<file path="src/rtl/rr_sched_pkg.sv">
// Shared definitions for the round-robin grant scheduler.
//   state_e   : two-state control (IDLE, GRANT)
//   MAX_BITS  : largest supported requester-index width
//   HOLD_W    : width of the tenure-length counter (saturates at 255)
//   hold_inc  : saturating increment for the tenure-length counter
package rr_sched_pkg;

    typedef enum logic {
        IDLE  = 1'b0,
        GRANT = 1'b1
    } state_e;

    localparam int MAX_BITS = 6;
    localparam int HOLD_W   = 8;

    function automatic logic [HOLD_W-1:0] hold_inc(input logic [HOLD_W-1:0] h);
        return (h == {HOLD_W{1'b1}}) ? h : h + 1'b1;
    endfunction

endpackage

</file>
<file path="src/rtl/rr_onehot_dec.sv">
// Binary to one-hot decoder: y_o = 1 << a_i.
// Ports:
//   a_i  in   BITS      binary index
//   y_o  out  1<<BITS   one-hot vector with bit a_i set
module rr_onehot_dec #(
    parameter int BITS = 3
) (
    input  logic [BITS-1:0]      a_i,
    output logic [(1<<BITS)-1:0] y_o
);

    localparam int N = 1 << BITS;

    assign y_o = {{(N-1){1'b0}}, 1'b1} << a_i;

endmodule

</file>
<file path="src/rtl/rr_grant_scheduler.sv">
// Round-robin scheduler sharing one resource between N = 1<<BITS requesters.
// A winner keeps the grant while its request stays high; with MAX_HOLD != 0 the
// tenure is revoked after MAX_HOLD cycles and the requester is blocked until it
// drops its request for at least one cycle. All outputs are registered.
// Ports:
//   clk      in   1     rising-edge clock
//   rst      in   1     asynchronous active-high reset
//   req      in   N     level request per requester
//   gnt      out  N     one-hot grant, zero when idle
//   gnt_id   out  BITS  index of current / last grant
//   gnt_vld  out  1     grant active (== |gnt)
//   timeout  out  1     one-cycle pulse when a tenure is revoked
module rr_grant_scheduler
    import rr_sched_pkg::*;
#(
    parameter  int BITS     = 3,
    parameter  int MAX_HOLD = 0,
    localparam int N        = 1 << BITS
) (
    input  logic            clk,
    input  logic            rst,
    input  logic [N-1:0]    req,
    output logic [N-1:0]    gnt,
    output logic [BITS-1:0] gnt_id,
    output logic            gnt_vld,
    output logic            timeout
);

    if (BITS < 1 || BITS > MAX_BITS) begin : g_bits_chk
        $error("rr_grant_scheduler: BITS=%0d outside 1..%0d", BITS, MAX_BITS);
    end
    if (MAX_HOLD < 0 || MAX_HOLD > 255) begin : g_hold_chk
        $error("rr_grant_scheduler: MAX_HOLD=%0d outside 0..255", MAX_HOLD);
    end

    localparam logic [HOLD_W-1:0] MAX_HOLD_V = HOLD_W'(MAX_HOLD);

    // First set bit of elig at or after ptr, wrapping N-1 -> 0.
    // Result is {found, index}.
    function automatic logic [BITS:0] rr_pick(input logic [N-1:0]    elig,
                                              input logic [BITS-1:0] ptr);
        logic            found;
        logic [BITS-1:0] idx;
        logic [BITS-1:0] cand;
        found = 1'b0;
        idx   = '0;
        for (int i = 0; i < N; i++) begin
            cand = ptr + BITS'(i);
            if (!found && elig[cand]) begin
                found = 1'b1;
                idx   = cand;
            end
        end
        return {found, idx};
    endfunction

    state_e          state_q, state_d;
    logic [BITS-1:0] ptr_q, ptr_d;
    logic [HOLD_W-1:0] hold_q, hold_d;
    logic [N-1:0]    blocked_q, blocked_d;
    logic [N-1:0]    gnt_q, gnt_d;
    logic [BITS-1:0] id_q, id_d;
    logic            vld_q, vld_d;
    logic            to_q, to_d;

    logic [N-1:0]    cur_oh;
    logic [N-1:0]    pick_oh;
    logic [N-1:0]    elig;
    logic [N-1:0]    pick_elig;
    logic [BITS-1:0] pick_ptr;
    logic [BITS:0]   pick_res;
    logic            pick_found;
    logic [BITS-1:0] pick_idx;
    logic            cur_req;
    logic            forced;
    logic            release_now;

    rr_onehot_dec #(.BITS(BITS)) u_dec_cur (
        .a_i (id_q),
        .y_o (cur_oh)
    );

    rr_onehot_dec #(.BITS(BITS)) u_dec_pick (
        .a_i (pick_idx),
        .y_o (pick_oh)
    );

    assign elig    = req & ~blocked_q;
    assign cur_req = |(req & cur_oh);
    assign forced  = (state_q == GRANT) && cur_req &&
                     (MAX_HOLD != 0) && (hold_q >= MAX_HOLD_V);
    assign release_now = (state_q == GRANT) && (!cur_req || forced);

    // On release the scan restarts just past the released id, and that id is
    // masked so a same-cycle re-request cannot win back-to-back.
    assign pick_elig  = release_now ? (elig & ~cur_oh) : elig;
    assign pick_ptr   = release_now ? (id_q + BITS'(1)) : ptr_q;
    assign pick_res   = rr_pick(pick_elig, pick_ptr);
    assign pick_found = pick_res[BITS];
    assign pick_idx   = pick_res[BITS-1:0];

    always_comb begin
        state_d   = state_q;
        ptr_d     = ptr_q;
        hold_d    = hold_q;
        gnt_d     = gnt_q;
        id_d      = id_q;
        vld_d     = vld_q;
        to_d      = 1'b0;
        // A block lifts on any cycle the requester is low.
        blocked_d = (blocked_q & req) | (forced ? cur_oh : '0);

        unique case (state_q)
            IDLE: begin
                if (pick_found) begin
                    state_d = GRANT;
                    gnt_d   = pick_oh;
                    id_d    = pick_idx;
                    vld_d   = 1'b1;
                    hold_d  = HOLD_W'(1);
                end
            end
            GRANT: begin
                if (release_now) begin
                    ptr_d = id_q + BITS'(1);
                    to_d  = forced;
                    if (pick_found) begin
                        gnt_d  = pick_oh;
                        id_d   = pick_idx;
                        vld_d  = 1'b1;
                        hold_d = HOLD_W'(1);
                    end else begin
                        state_d = IDLE;
                        gnt_d   = '0;
                        vld_d   = 1'b0;
                    end
                end else begin
                    hold_d = hold_inc(hold_q);
                end
            end
            default: state_d = IDLE;
        endcase
    end

    always_ff @(posedge clk or posedge rst) begin
        if (rst) begin
            state_q   <= IDLE;
            ptr_q     <= '0;
            hold_q    <= '0;
            blocked_q <= '0;
            gnt_q     <= '0;
            id_q      <= '0;
            vld_q     <= 1'b0;
            to_q      <= 1'b0;
        end else begin
            state_q   <= state_d;
            ptr_q     <= ptr_d;
            hold_q    <= hold_d;
            blocked_q <= blocked_d;
            gnt_q     <= gnt_d;
            id_q      <= id_d;
            vld_q     <= vld_d;
            to_q      <= to_d;
        end
    end

    assign gnt     = gnt_q;
    assign gnt_id  = id_q;
    assign gnt_vld = vld_q;
    assign timeout = to_q;

endmodule

</file>
<file path="config.mk">
export PLATFORM = sky130hd
export DESIGN_NAME = rr_grant_scheduler
export DESIGN_NICKNAME = d
export VERILOG_FILES = /design/src/rtl/rr_sched_pkg.sv /design/src/rtl/rr_onehot_dec.sv /design/src/rtl/rr_grant_scheduler.sv
export SDC_FILE = /design/constraint.sdc
export NUM_CORES = 1
export LEC_CHECK = 0
export ABC_AREA = 1
export BUFFER_PORTS_ARGS = -buffer_cell sky130_fd_sc_hd__buf_4
export CORE_MARGIN = 5
export CORE_UTILIZATION = 60
export DETAILED_ROUTE_END_ITERATION = 16
export PLACE_DENSITY = 0.85
export SKIP_CTS_REPAIR_TIMING = 1
export SLEW_MARGIN = 20
export SYNTH_ARGS = -nofsm -noshare
export SYNTH_HDL_FRONTEND = slang
export SYNTH_SLANG_ARGS = --single-unit
</file>
<file path="constraint.sdc">
create_clock -name clk -period 4.84 [get_ports clk]
set_input_delay 0.968 -clock clk [delete_from_list [all_inputs] [get_ports clk]]
set_output_delay 0.968 -clock clk [all_outputs]
set_load 0.005 [all_outputs]
</file>
Word level (Yosys, flattened, before mapping)
Index checks and enable logic that the tools add are counted.
- bitwise logic cells: 7
- equality and inequality tests: 2
- multiplexer cells: 47
- shift-type cells: 2
- add/subtract/negate cells: 8
- magnitude comparators: 8
- reduce and logical (&&, ||, !) cells: 18
- operator list (cell ; count):
    $mux W3 ; 11
    $and A8 B8 Y8 ; 4
    $lt A3 B4 Y1 const B ; 8
    $mux W8 ; 4
    $bmux W1 S3 ; 8
    $mux W1 ; 20
    $not A8 Y8 ; 2
    $pmux W8 S2 ; 1
    $shl A1 B3 Y8 const A ; 2
    $add A3 B3 Y3 const B ; 4
    $logic_and A1 B1 Y1 ; 8
    $logic_not A1 Y1 ; 8
    $reduce_or A8 Y1 ; 1
    $add A3 B1 Y3 const B ; 2
    $add A3 B2 Y3 const B ; 2
    $pmux W3 S2 ; 1
    $pmux W1 S2 ; 2
    $ne A2 B1 Y1 const B ; 1
    $ne A2 B2 Y1 const B ; 1
    $reduce_and A2 Y1 ; 1
    $not A1 Y1 ; 1
- output and inout port bits: 13
- word-level logic and storage cells: 98
- register bits after elaboration: 24

Depth between registers and ports, before layout
Gate-level depths: netlist (run 1).
- depth in word-level cells: 34
- depth in mapped cells: 26
- mapped depth without buffers: 25

Hierarchy
Synthesis (run 1) repeated with hierarchy kept, for this count alone.
- cells, all modules: 337
- area, all modules: 2178.3 µm²
- by module, submodules not included (module ; times used ; area an instance (µm²) ; cells an instance ; sequential area each (µm²)):
    rr_grant_scheduler ; 1 ; 2065.7 ; 307 ; 600.6
    rr_onehot_dec ; 2 ; 56.3 ; 15 ; 0.0

Worst setup path after synthesis (run 1)
Ideal clock, no wire load.
- path kind: input-to-reg
- from: input port req[6]
- to: register gnt_q[4] (netlist: gnt[4])
- setup slack: 1.017 ns
- arrival: 3.705 ns
- setup time: 0.118 ns
- stages: 20
- cell sequence: nand3_1 -> nand2_1 -> nor2_4 -> nand3_4 -> nand2_2 -> nand2_2 -> buf_4 -> ha_1 -> clkbuf_1 -> clkinv_1 -> nand3_1 -> nand3_1 -> nand2_2 -> nand4_4 -> nor2_8 -> nand3_4 -> o21ai_4 -> nor2_2 -> nand3_1 -> nand2_1
- longest elaborated chain between the ends: 33
- elaborated cells on any way between the ends: 69
- those cells by class: 7 x add/sub; 2 x eq/ne; 1 x shift; 38 x mux; 3 x bitwise; 18 x reduce/logical
- ends and longest elaborated chain (item ; line ; source):
    from (decl) ; rr_grant_scheduler.sv:22 ; input logic [N-1:0] req,
    branches (longest 33 deep; another with $add A3 B1 Y3) ; - ;
    to (signal assigned) ; rr_grant_scheduler.sv:160 ; gnt_q <= gnt_d;
    to (decl) ; rr_grant_scheduler.sv:61 ; logic [N-1:0] gnt_q, gnt_d;
Parallel ways; which one is timed is not known. The select of a mux whose other input is x is not followed.
A chain may end at the register's enable or synchronous reset.

Worst setup path after layout (run 1)
- from: register id_q[0] (netlist: gnt_id[0])
- to: register gnt_q[0] (netlist: gnt[0])
- longest elaborated chain between the ends: 34
- elaborated cells on any way between the ends: 71
- those cells by class: 8 x add/sub; 2 x eq/ne; 2 x shift; 38 x mux; 3 x bitwise; 18 x reduce/logical
- ends and longest elaborated chain (item ; line ; source):
    from (decl) ; rr_grant_scheduler.sv:62 ; logic [BITS-1:0] id_q, id_d;
    from (signal assigned) ; rr_grant_scheduler.sv:161 ; id_q <= id_d;
    branches (longest 34 deep; another with $add A3 B1 Y3) ; - ;
Parallel ways; which one is timed is not known. The select of a mux whose other input is x is not followed.

==> flow_summary.rst, run 1 <==
.. list-table::
   :header-rows: 1

   * - Metric
     - Value
   * - Final period util
     - 84.4%
   * - Number of buffers created by CTS
     - 3
   * - Placer Congestion
     - 1.03
   * - Number of core rows
     - 22
   * - Share of synthesized area occupied by flip-flops and latches
     - 25.4%
   * - Fraction of layout instances using a drive strength above 1
     - 21.4%
   * - Synth warn
     - 0
   * - Slew at the pin closest to its max-slew limit
     - 898 ps
   * - Source-to-sink clock delay at the later pin of the worst-skew pair
     - 270 ps
   * - Area of the core
     - 0.00374 mm2
   * - Fraction of synthesized cell area in xor and xnor cells
     - 0%
   * - Ranking of synthesized cells by area
     - dfrtp_1 (25%), nand2_1 (15%), nand3_1 (14%), inv_1 (6.5%), nand2_2 (5.0%)
   * - Post-synth ARST share
     - 100%
   * - Hold/Removal Path Class
     - flip-flop to flip-flop
   * - Post-synthesis instance total
     - 347
   * - Post-layout minimum cycle time
     - 4090 ps
   * - Via count
     - 2361
   * - Initial standard-cell utilization of the core
     - 63.2%
   * - Area added between synthesis and finish
     - 9.31%
   * - Run status
     - finished, final reports clean
   * - Maximum operating frequency
     - 245 MHz
   * - Clock edge transition at the registers on the reported setup and hold paths
     - 80 ps
   * - Number of synthesized flops with an enable pin
     - 0
   * - Pin count of the biggest net entering global routing
     - 25
   * - Adder-cell share of the synthesized area
     - 4.23%
   * - Number of remaining DRC errors
     - 0
   * - Cell with the most instances after synthesis
     - nand2_1
   * - Normalized max-slew margin
     - 40.1%
   * - Worst setup SP type
     - flip-flop
   * - Netlist area before placement
     - 0.00237 mm2
   * - Antenna Diode Count
     - 0
   * - Worst slack, placed
     - 623 ps
   * - Dominant combinational cell family by area after synthesis
     - simple AND/OR/NAND/NOR gates
   * - Buffers added on ports
     - 21
   * - Number of hold violations in the final report
     - 0
   * - Post-synth top area share
     - 25.4%
   * - CP peak stage delay
     - 510 ps
   * - Cell-by-cell trace of the critical path
     - ha_1 -> ha_1 -> nand2_1 -> nand2_1 -> nor2_4 -> nand3_4 -> nand2_2 -> nand2_2 -> ha_1 -> clkinv_1 -> nand3_1 -> nand3_1 -> nand2_2 -> nand4_4 -> nor2_8 -> nand3_4 -> o21ai_4 -> nor2_2 -> nand3_1 -> nand2_1
   * - Die Span Y
     - 72.8 um
   * - Synth Net Count
     - 365
   * - Most frequent cells after synthesis
     - nand2_1 (94), nand3_1 (68), inv_1 (41), nor2_1 (27), dfrtp_1 (24)
   * - Number of detailed-routing iterations run before antenna repair
     - 5
   * - Ratio of routed vias to standard cells
     - 5.73
   * - Final ANT Viol Nets
     - 0
   * - Number of distinct library cells after synthesis
     - 30
   * - Overall routed net length
     - 5980 um
   * - Predominant post-synthesis flop cell
     - dfrtp_1
   * - TritonCTS Sinks
     - 24
   * - Detailed router's first-iteration violation count
     - 268
   * - Crit path capture type
     - flip-flop
   * - Total die area
     - 0.00530 mm2
   * - Detailed placer's ending HPWL
     - 4640 um
   * - Final-report setup violation count
     - 0
   * - Unrepaired setup endpoints after global routing
     - false
   * - Final-layout fill cell count
     - 327
   * - Share of the synthesized area in compound gates (AO/OA/AOI/OAI)
     - 3.49%
   * - Synth Area in Simple Gates
     - 56.3%
   * - Total gr overflow
     - 0
   * - Layout Skew
     - 4.76 ps
   * - Root Driver
     - clkbuf_8
   * - Die width
     - 72.8 um
   * - Type of the setup path with the least slack
     - flip-flop to flip-flop
   * - Required time of the worst setup path
     - 5010 ps
   * - First-pass GRT wire length
     - 10500 um
   * - TritonCTS clock tree
     - built
   * - Worst path arrival time
     - 4260 ps
   * - TNS Setup
     - 0 ps
   * - I/O pin count
     - 23
   * - Number of global-route vias before repair
     - 2201
   * - Combined global-route utilization of all metal layers
     - 24.8%
   * - Cell taking the most area after synthesis
     - dfrtp_1
   * - Number of slew-limit violations in the final report
     - 0
   * - Antenna violations before repair
     - 0
   * - Max Cap Viol
     - 0
   * - Register bit total from synthesis
     - 24
   * - Setup slack of the critical path after layout
     - 754 ps
   * - Avg Synthesized Cell Area
     - 6.82 um2
   * - Number of buffers on the longest clock path
     - 2
   * - Crit path max-delay cell type
     - ha_1
   * - Depth of the CTS H-tree
     - 1
   * - Worst-path fanout max
     - 14
   * - Portion of netlist area occupied by mux cells
     - 0%
   * - Wire length per cell
     - 14.5 um
   * - Net count reported at finish
     - 383
## metrics by stage
step / instances / hold WS (ps) / instance area, um2 / utilization [%]
finish: 412 / 477 / 2590 / 69.1
detailed placement: 408 / 453 / 2510 / 67.2
CTS: 412 / 475 / 2590 / 69.1
global placement: 408 / 449 / 2510 / 67.2
global route: 412 / 509 / 2590 / 69.1
floorplan: 347 / 435 / 2370 / -
## metal layers
layer  vias up  global-route usage, %  wire, um
li1       1149                      -         -
met1      1081                   33.2      2560
met2       113                   41.6      2870
met3        18                   1.93       339
met4         0                   9.02       202
met5         -                      0         0
## layout make-up
type	count	area, um2	share of cell area (%)
flip-flops and latches	24	601	23.2
inverters	47	178	6.87
repair buffers	21	158	6.10
clock buffers	3	41.3	1.60
multi-input cells	268	1520	58.7
clock inverters	1	30.0	1.16
well taps	48	60.1	2.32
## path summary, 6_finish.rpt
path	from	to	cells after the start	slack (ps)
max in group asynchronous	rst	ptr_q[0]	2	3410
worst min register to register	blocked_q[5]	blocked_q[5]	2	480
worst max register to register	gnt_id[0]	gnt[0]	20	750
min in group asynchronous	rst	blocked_q[6]	2	890
worst max-delay path	gnt_id[0]	gnt[0]	20	750
worst min-delay path	blocked_q[5]	blocked_q[5]	2	480
## logic make-up (layout without fill, tap and decap cells)
| group | Yosys count | count (layout) |
|---|---|---|
| other | 1 | 1 |
| adders and majority gates | 8 | 8 |
| and+or+nand+nor | 251 | 251 |
| DFF | 24 | 24 |
| buffers and inverters | 55 | 72 |
| AOI/OAI and AO/OA | 8 | 8 |
## worst max-delay path: cells and delay by family (launching register included)
kind	cells	cell delay [ps]
AO/OA/AOI/OAI	1	290
buffers and inverters	1	300
adder cells (fa/ha/maj)	3	960
AND/OR/NAND/NOR	15	1960
flip-flops	1	480
## layout by cell type (no fill, tap or decap), types with 2 or more instances in the layout
cell type / count
nor2_4: 2
o21ai_0: 2
nor2_8: 2
dfrtp_1: 24
nand4_4: 2
clkbuf_8: 3
nand2_4: 4
buf_4: 21
nand4_1: 14
o21ai_4: 2
nand2_1: 94
inv_2: 3
nand3_2: 8
nand3_4: 2
nand3b_1: 3
clkinv_1: 2
nand2_2: 19
nand3_1: 68
nor2_1: 27
ha_1: 8
nor2_2: 5
inv_1: 41
a21oi_1: 2
## sequential cells by signal (all words and copies together), names as in the netlist
| name | count |
|---|---|
| gnt | 8 |
| gnt_vld | 1 |
| state_q | 1 |
| ptr_q | 3 |
| gnt_id | 3 |
| blocked_q | 8 |
Power of run 1 is not shown: default switching activity piles up to over one toggle a cycle in this logic, so the estimate is an artifact.
==> run 2, diff against run 1 <==
==> constraint.sdc (replaced) <==
create_clock -name clk -period 3.8 [get_ports clk]
set_input_delay 0.76 -clock clk [delete_from_list [all_inputs] [get_ports clk]]
set_output_delay 0.76 -clock clk [all_outputs]
set_load 0.005 [all_outputs]
==> run 2 against run 1 <==
Effect of this change:
- count of clock-buffer cells in the layout is 1 higher
- setup slack worse by 440 ps
- fmax is 17% higher
- core utilization is 1.2 points higher
- global-route usage is 1.0 points lower
- cell area is 1.8% higher
- critical path type unchanged
==> flow_summary.rst, run 2 (synthesis gave the netlist of run 1 again) <==
.. list-table::
   :header-rows: 1

   * - Metric
     - Value
   * - Run status
     - finished, final reports clean
   * - Register-to-register setup slack
     - 310 ps
   * - Worst path arrival time
     - 3700 ps
   * - Final ANT Viol Nets
     - 0
   * - Area added between synthesis and finish
     - 11.3%
   * - Cell with the most instances on the worst path
     - nand2_1
   * - Final-layout fill cell count
     - 331
   * - Buffers added on ports
     - 21
   * - Cell-by-cell trace of the critical path
     - ha_1 -> ha_1 -> nand2_1 -> nand2_1 -> nor2_4 -> nand3_4 -> nand2_8 -> nand2_4 -> ha_1 -> inv_1 -> nand2_1 -> nand2_2 -> nand3_1 -> nand2_2 -> nand2_1 -> nor2_2 -> nand4_1 -> nor2_1 -> nor2_1 -> nand3_2 -> inv_2 -> nor2_2 -> nand2_1 -> nand2_1
   * - Post-layout minimum cycle time
     - 3490 ps
   * - Type of the setup path with the least slack
     - flip-flop to flip-flop
   * - Number of remaining DRC errors
     - 0
   * - Wire length per cell
     - 13.6 um
   * - Commonest non-fill, non-tap cells in the layout
     - nand2_1 (93), nand3_1 (67), inv_1 (41)
   * - Endpoint with the worst hold slack
     - blocked_q[0]
   * - Total die area
     - 0.00530 mm2
   * - Area of the core
     - 0.00374 mm2
   * - Number of global-route vias before repair
     - 2276
   * - First-pass GRT wire length
     - 10100 um
   * - TNS Setup
     - 0 ps
   * - Max Cap Viol
     - 0
   * - Number of buffers on the longest clock path
     - 2
   * - Antenna violations before repair
     - 0
   * - Maximum operating frequency
     - 287 MHz
   * - Fraction of layout instances using a drive strength above 1
     - 23.5%
   * - Detailed placer's ending HPWL
     - 4600 um
   * - Clock edge transition at the registers on the reported setup and hold paths
     - 80 ps
   * - Required time of the worst setup path
     - 4010 ps
   * - Worst setup SP type
     - flip-flop
   * - Leading cell type in the layout, fill and taps excluded
     - nand2_1
   * - Source-to-sink clock delay at the later pin of the worst-skew pair
     - 270 ps
   * - Critical path's top delay family
     - simple AND/OR/NAND/NOR gates
   * - Final period util
     - 91.8%
   * - Beginning of the worst hold path
     - blocked_q[0]
   * - Combined global-route utilization of all metal layers
     - 23.7%
   * - Slew at the pin closest to its max-slew limit
     - 888 ps
   * - Ratio of routed vias to standard cells
     - 5.44
   * - Worst Path Buf+Inv
     - 2
   * - Post-route cell area
     - 0.00263 mm2
   * - Normalized max-slew margin
     - 40.7%
   * - Total gr overflow
     - 0
   * - Cell depth of the worst flop-to-flop path
     - 24
   * - Root Driver
     - clkbuf_8
   * - Initial standard-cell utilization of the core
     - 63.2%
   * - Number of buffers created by CTS
     - 3
   * - Placer Congestion
     - 0.989
   * - Placed Instance Area
     - 0.00255 mm2
   * - Worst reg2reg startpoint
     - gnt_id[0]
   * - Number of core rows
     - 22
   * - Worst-path fanout max
     - 16
   * - Crit path max-delay cell type
     - dfrtp_2
   * - Final-report setup violation count
     - 0
   * - Terminus of the critical flop-to-flop path
     - gnt[5]
   * - Overall routed net length
     - 5690 um
   * - Number of detailed-routing iterations run before antenna repair
     - 5
   * - Hold Path Depth
     - 2
   * - TritonCTS Sinks
     - 24
   * - CP peak stage delay
     - 460 ps
   * - I/O pin count
     - 23
   * - Number of hold violations in the final report
     - 0
   * - Share of the core filled with cells
     - 70.3%
   * - Number of slew-limit violations in the final report
     - 0
   * - Pin count of the biggest net entering global routing
     - 25
   * - Die width
     - 72.8 um
   * - Net count reported at finish
     - 389
   * - TritonCTS clock tree
     - built
   * - Depth of the CTS H-tree
     - 1
   * - Antenna Diode Count
     - 0
   * - Die Span Y
     - 72.8 um
   * - Detailed router's first-iteration violation count
     - 304
   * - Via count
     - 2275
   * - Hold/Removal Path Class
     - flip-flop to flip-flop
   * - Crit path capture type
     - flip-flop
   * - Layout Skew
     - 5.62 ps
## run 2: cell count changes in the layout (fill, tap and decap cells not counted)
| cell | before | now |
|---|---|---|
| buf_4 | 21 | 27 |
| clkbuf_8 | 3 | 4 |
| nand2_4 | 4 | 3 |
| nand2_8 | 0 | 1 |
| nand2_1 | 94 | 93 |
| dfrtp_2 | 0 | 1 |
| nand3_1 | 68 | 67 |
| nand2_2 | 19 | 20 |
| nand3_2 | 8 | 9 |
| dfrtp_1 | 24 | 23 |
| o21ai_1 | 0 | 1 |
| o21ai_0 | 2 | 1 |
| bufinv_16 | 1 | 0 |
## run 2: worst max path at each step
| stage | start | slack [ps] | cells after the start | to |
|---|---|---|---|---|
| 2_1_floorplan | gnt_id[0] | 120 | 22 | gnt[4] |
| 3_3_place_gp | req[6] | 240 | 22 | gnt[1] |
| 3_5_place_dp | req[6] | 180 | 22 | gnt[2] |
| 4_1_cts | gnt_id[0] | 150 | 23 | gnt[2] |
| 5_1_grt | gnt_id[0] | -2 | 24 | gnt[6] |
| 6_report | gnt_id[0] | 310 | 24 | gnt[5] |
## run 2: stage by stage
step | std cells | hold WS, ps | setup WS (ps)
5_1_grt | 418 | 515 | -2.27
3_5_place_dp | 413 | 455 | 179
6_report | 418 | 474 | 312
3_3_place_gp | 413 | 450 | 240
2_1_floorplan | 347 | 435 | 121
4_1_cts | 417 | 476 | 154
## run 2: per-layer routing
metal  track usage (%)  up-vias  part of all wire [%]
met5                 0        -                     0
met4              9.02        0                   2.1
met3              1.93       10                   5.6
met2              40.5       77                    49
met1              31.1     1020                    43
li1                  -     1168                     -
## run 2: worst reg2reg max path, cell delays in order (launching register included)
cell	delay (ps)
dfrtp_2	460
ha_1	240
ha_1	180
nand2_1	60
nand2_1	80
nor2_4	190
nand3_4	210
nand2_8	160
nand2_4	130
ha_1	280
inv_1	80
nand2_1	60
nand2_2	150
nand3_1	110
nand2_2	120
nand2_1	80
nor2_2	130
nand4_1	140
nor2_1	110
nor2_1	70
nand3_2	130
inv_2	60
nor2_2	90
nand2_1	60
nand2_1	60
## run 2: cell type report
cell class                 instances  area (um2)  area share (%)
tap                               48        60.1            2.28
sequential                        24         602            22.9
clock buffer                       4        55.1            2.09
multi-input combinational        268        1540            58.3
timing repair buffer              27         203            7.70
inverter                          47         178            6.75
Power of run 2 is left out for the same reason.
